===== config.mk =====
export PLATFORM = sky130hd
export DESIGN_NAME = rr_dispatch
export DESIGN_NICKNAME = d
export VERILOG_FILES = /design/src/rtl/rr_dispatch.sv
export SDC_FILE = /design/constraint.sdc
export NUM_CORES = 1
export LEC_CHECK = 0
export BUFFER_PORTS_ARGS = -buffer_cell sky130_fd_sc_hd__buf_2
export CORE_MARGIN = 2
export CORE_UTILIZATION = 38
export CTS_BUF_LIST = sky130_fd_sc_hd__clkbuf_8
export CTS_CLUSTER_SIZE = 30
export DETAILED_ROUTE_END_ITERATION = 12
export PLACE_DENSITY_LB_ADDON = 0.3
export SLEW_MARGIN = 15
export SYNTH_ARGS = -nofsm -noshare
export SYNTH_HDL_FRONTEND = slang
export SYNTH_SLANG_ARGS = --single-unit

===== constraint.sdc =====
create_clock -name clk -period 1.5 [get_ports clk]
set_input_delay 0.3 -clock clk [delete_from_list [all_inputs] [get_ports clk]]
set_output_delay 0.3 -clock clk [all_outputs]
set_load 0.05 [all_outputs]

===== src/rtl/rr_dispatch.sv =====
// rr_dispatch: round-robin 1:N dispatcher with a one-entry registered holding stage.
// One valid/ready input stream is spread across NUM_DST destination channels. The
// target is chosen fairly among destinations that advertise availability.
// Optional per-destination dispatch counters are built only when the macro
// RR_DISPATCH_STATS_EN is defined. Otherwise disp_cnt is tied to zero.
module rr_dispatch #(
   parameter int NUM_DST = 4,
   parameter int DATA_W  = 32
) (
   input  logic                  clk,
   input  logic                  rstb,
   input  logic                  in_valid,
   output logic                  in_ready,
   input  logic [DATA_W-1:0]     in_data,
   input  logic [NUM_DST-1:0]    dst_avail,
   output logic [NUM_DST-1:0]    out_valid,
   input  logic [NUM_DST-1:0]    out_ready,
   output logic [DATA_W-1:0]     out_data,
   output logic [NUM_DST*16-1:0] disp_cnt
);

   logic                 hold_valid_q, hold_valid_d;
   logic [DATA_W-1:0]    hold_data_q,  hold_data_d;
   logic [NUM_DST-1:0]   hold_dst_q,   hold_dst_d;
   logic [NUM_DST-1:0]   last_dst_q,   last_dst_d;

   logic [NUM_DST-1:0]   drain_vec_s;
   logic                 drain_s;
   logic                 accept_s;
   logic [NUM_DST-1:0]   mask_s;
   logic [NUM_DST-1:0]   choice_s;

   // Returns a one-hot vector marking the lowest set bit of v (zero if v is zero).
   function automatic logic [NUM_DST-1:0] lowest_set(input logic [NUM_DST-1:0] v);
      logic [NUM_DST-1:0] r;
      logic               found;
      r     = '0;
      found = 1'b0;
      for (int i = 0; i < NUM_DST; i++) begin
         if (v[i] && !found) begin
            r[i]  = 1'b1;
            found = 1'b1;
         end else begin
            r[i]  = 1'b0;
         end
      end
      return r;
   endfunction

   assign out_valid   = hold_valid_q ? hold_dst_q : '0;
   assign out_data    = hold_data_q;
   // Only the targeted destination's ready bit can drain the held beat.
   assign drain_vec_s = out_valid & out_ready;
   assign drain_s     = |drain_vec_s;
   // in_ready never depends on in_valid; the reset term keeps the input closed during reset.
   assign in_ready    = rstb & (|dst_avail) & (~hold_valid_q | drain_s);
   assign accept_s    = in_valid & in_ready;

   // Priority mask: clear positions 0..k where last_dst[k] is set, then pick the first
   // available destination above the last one, wrapping to the lowest available.
   always_comb begin
      logic seen;
      seen   = 1'b0;
      mask_s = '0;
      for (int i = NUM_DST - 1; i >= 0; i--) begin
         seen      = seen | last_dst_q[i];
         mask_s[i] = ~seen;
      end
      if (|(dst_avail & mask_s)) begin
         choice_s = lowest_set(dst_avail & mask_s);
      end else begin
         choice_s = lowest_set(dst_avail);
      end
   end

   // Next state of the holding stage: a new accept replaces the held beat, a lone drain empties it.
   always_comb begin
      hold_valid_d = hold_valid_q;
      hold_data_d  = hold_data_q;
      hold_dst_d   = hold_dst_q;
      last_dst_d   = last_dst_q;
      if (accept_s) begin
         hold_valid_d = 1'b1;
         hold_data_d  = in_data;
         hold_dst_d   = choice_s;
         last_dst_d   = choice_s;
      end else if (drain_s) begin
         hold_valid_d = 1'b0;
      end else begin
         hold_valid_d = hold_valid_q;
      end
   end

   // Holding stage and round-robin pointer registers; reset discards any held beat.
   always_ff @(posedge clk) begin
      if (!rstb) begin
         hold_valid_q <= 1'b0;
         hold_data_q  <= '0;
         hold_dst_q   <= '0;
         last_dst_q   <= '0;
      end else begin
         hold_valid_q <= hold_valid_d;
         hold_data_q  <= hold_data_d;
         hold_dst_q   <= hold_dst_d;
         last_dst_q   <= last_dst_d;
      end
   end

`ifdef RR_DISPATCH_STATS_EN
   logic [NUM_DST*16-1:0] cnt_q, cnt_d;

   // Saturating per-destination drain counters.
   always_comb begin
      cnt_d = cnt_q;
      for (int i = 0; i < NUM_DST; i++) begin
         if (drain_vec_s[i] && (cnt_q[16*i +: 16] != 16'hFFFF)) begin
            cnt_d[16*i +: 16] = cnt_q[16*i +: 16] + 16'd1;
         end else begin
            cnt_d[16*i +: 16] = cnt_q[16*i +: 16];
         end
      end
   end

   // Counter registers, cleared only by reset.
   always_ff @(posedge clk) begin
      if (!rstb) begin
         cnt_q <= '0;
      end else begin
         cnt_q <= cnt_d;
      end
   end

   assign disp_cnt = cnt_q;
`else
   assign disp_cnt = '0;
`endif

endmodule


# Word level (Yosys, flattened, before mapping)
# Cells that the tools add are included.
# totals
register_bits,37
inputBits,43
output_inout_bits,101
wordCells,55
# op_classes
muxes,22
bitwise_logic,14
reduce_logical,16
# op_table
operator,count
$mux W1,20
$reduce_or A4 Y1,3
$and A4 B4 Y4,2
$mux W4,2
$logic_and A1 B1 Y1,6
$logic_not A1 Y1,6
$not A1 Y1,5
$or A1 B1 Y1,4
$and A1 B1 Y1,3
$reduce_bool A2 Y1,1

# Longest topological paths before layout
# depth
ltp_word,19
depth_mapped,7
mapped_depth_nobuf,4

# Worst setup path after synthesis
# Ideal clock, no wire load.
# synth_timing
path_kind,register -> output
startpoint,register last_dst_q[2] (netlist name)
endpoint,output in_ready
arrival_ns,1.350
required_ns,1.200
setup_slack_ns,-0.150
stages_incl_launch_ff,3
n_path_buf,0
cell_sequence,dfxtp_1 -> a21boi_1 -> a21oi_1
# synth_lines
element,line,source
end: declaration,13,"output logic in_ready,"

==> results.cfg <==
[setup_path]
rr_endpoint = last_dst_q[0]
endpoint_kind = output port
r2r_slack_ns = -0.08
critPathLaunchType = flip-flop
reg2reg_from = last_dst_q[0]
crit_arrival_ns = 1.30
reg2regPathDepth = 6
crit_required_ns = 1.20
cp_max_fo = 2
critPathKind = reg -> out

[drt]
vias_per_cell = 4.234
via_count = 1770
drc = 0
ant_nets = 0
wire_per_inst_um = 11.81
first_pass_iters = 4
totalWireLength_mm = 4.937
drt-initial-drc-count = 52

[outcome]
status = complete, but fails checks
violations = negative setup slack

[place]
port_buffers = 79
routabilityCongestion = 0.7509
placedCellCount = 402
dp_hpwl_mm = 3.169

[layout]
drive_gt1_share_pct = 50.86
most-common-layout-cells = buf_2, conb_1, dfxtp_1, nand2_1, nand2_4
layoutNonFillerInstCount = 418
syn2layout_area_growth_pct = 42.70
fillCellCount = 492
final_common_cell = buf_2
antenna_cells = 0
nets = 390

[cts]
cts_tree = built
clk_pin_slew_ns = 0.08
ctsLongestPathBuffers = 2
clock_latency_ns = 0.29
cts_made_buffers = 5
cts_sinks = 37
cts_root_buffer = clkbuf_8
h-tree-depth = 2

[global_routing]
track_usage_pct = 13.76
grt_overflow = 0
grt_pass1_wl_mm = 6.637
grt_pass1_vias = 1504
antenna_found_initial = 0
grt_max_degree = 38

[floorplanning]
chipHeight_um = 77.42
die_x_um = 77.42
core_area_sq_um = 5140
start_util_pct = 39.85
dieArea_sq_um = 5993
io_pins = 144
row_count = 26

[synthesis]
seq_area_frac_synth_pct = 36.16
ys_ff_latch = 37
synthAdderAreaFrac_pct = 0
synth-compound-area-share_pct = 19.67
yosys.area_share.xor_xnor_pct = 0
synth_area_sq_um = 2048
synthMuxAreaShare_pct = 0
netlist_instances = 248
synth_cell_types = 28
yosysWarnings = 0
syn_avg_cell_area_sq_um = 8.259
yosys.area_share.simple_pct = 16.13
synth_top_family_by_area = buffers and inverters

[flow_run]
drv_cap = 0

[sta]
fin_ws_ns = -0.1018
hold_viol = 0
fin_skew_ns = 0.008642
setup_tns_ns = -1.721
period_needed_ns = 1.602
rsz0062_at_grt = true
finalCritPeriodShare_pct = 106.8
slew_violations = 0
finalSetupViolCount = 37
max_freq_mhz = 624.3

[pwr]
p_leak_nw = 1.420
power.density_nw_per_um2 = 954.0
fin_total_pwr_w = 0.002788
ir_drop_mv = 0.6743

[min_path]
hold-path-endpoint = out_data[17]
hp-class = in -> reg
min_path_cells = 3
min_from = in_data[17]
==> how the worst max path moves through the flow <==
| stage | slack (ns) | depth (start not counted) | from | to |
|---|---|---|---|---|
| final | -0.10 | 4 | last_dst_q[0] | in_ready |
| after global routing | -0.16 | 4 | last_dst_q[0] | in_ready |
| after CTS | -0.16 | 4 | last_dst_q[0] | in_ready |
| after detailed placement | -0.11 | 7 | out_ready[0] | out_data[13] |
| after global placement | -0.10 | 5 | dst_avail[1] | in_ready |
| after floorplan | -0.1 | 7 | last_dst_q[3] | out_data[24] |
==> logic make-up (layout without fill, tap and decap cells) <==
kind of cell | Yosys count | count (layout)
other | 1 | 64
AND/OR/NAND/NOR | 81 | 81
flip-flops | 37 | 37
buffers and inverters | 79 | 116
AO/OA/AOI/OAI | 50 | 50
==> power breakdown <==
part	internal [W]	switching [W]
combinational	0.000272	0.000737
clock	0.000330	0.000377
sequential	0.00103	0.0000397
total	0.00163	0.00115
==> state kept, by name, summed over array words and instances, names as in the netlist <==
signal / flops
out_data: 32
last_dst_q: 4
hold_valid_q: 1
==> per-layer routing <==
metal	vias up	GRT usage (%)	part of all wire [%]
li1	880	-	-
met4	0	4.821	0.75
met5	-	0	0
met3	5	5.581	8.4
met2	79	22.87	49
met1	806	15.99	41
==> per-stage QoR <==
step	setup WS (ns)	utilization [%]	instance area, sq um	hold slack [ns]
3_3_place_gp	-0.1022	46.74	2402	0.4379
4_1_cts	-0.1551	49.05	2521	0.2278
6_report	-0.1018	56.86	2923	0.2399
3_5_place_dp	-0.1078	46.74	2402	0.4460
5_1_grt	-0.1589	56.86	2923	0.2393
2_1_floorplan	-0.09635	-	2298	0.4349
==> synthesized netlist by cell type (all sizes together) <==
cell	instances	area, sq um
o21bai	1	7.510
o32ai	2	17.52
nand4	2	12.51
dfxtp	37	740.7
conb	1	3.750
nor2	2	7.510
clkbuf	4	15.01
a211oi	1	12.51
nand2	67	251.5
inv	3	11.26
a21oi	1	5.000
a222oi	1	10.01
nand3	2	10.01
nor2b	3	18.77
nor3	1	5.000
o21ai	2	10.01
a211o	1	10.01
and2	4	25.02
buf	72	544.3
o311ai	1	8.760
a22oi	1	7.510
a21boi	36	289.0
o31ai	1	7.510
o41ai	2	17.52
==> area by class of cell <==
type / instances / area (sq um) / area share, %
Multi-Input combinational cell: 195 / 1261 / 43.15
Sequential cell: 37 / 743.2 / 25.43
Timing Repair Buffer: 105 / 729.5 / 24.96
Tap cell: 70 / 87.58 / 2.997
Clock buffer: 5 / 68.82 / 2.354
Clock inverter: 3 / 21.27 / 0.7277
Inverter: 3 / 11.26 / 0.3853
==> critical path, cell delays in order, from the launching register on <==
cell      delay (ns)
dfxtp_2         0.32
a222oi_1        0.30
buf_4           0.19
a21oi_2         0.06
buf_6           0.15
==> timing repair <==
| action | CTS | global route |
|---|---|---|
| cloned | 0 | 5 |
| pin swaps | 2 | 66 |
| gates resized for setup | 28 | 83 |
| hold buffers | 0 | 0 |
| buffers inserted | 1 | 3 |
| setup endpoints to repair | 1 | 39 |
(Power assumes the default switching activity.)
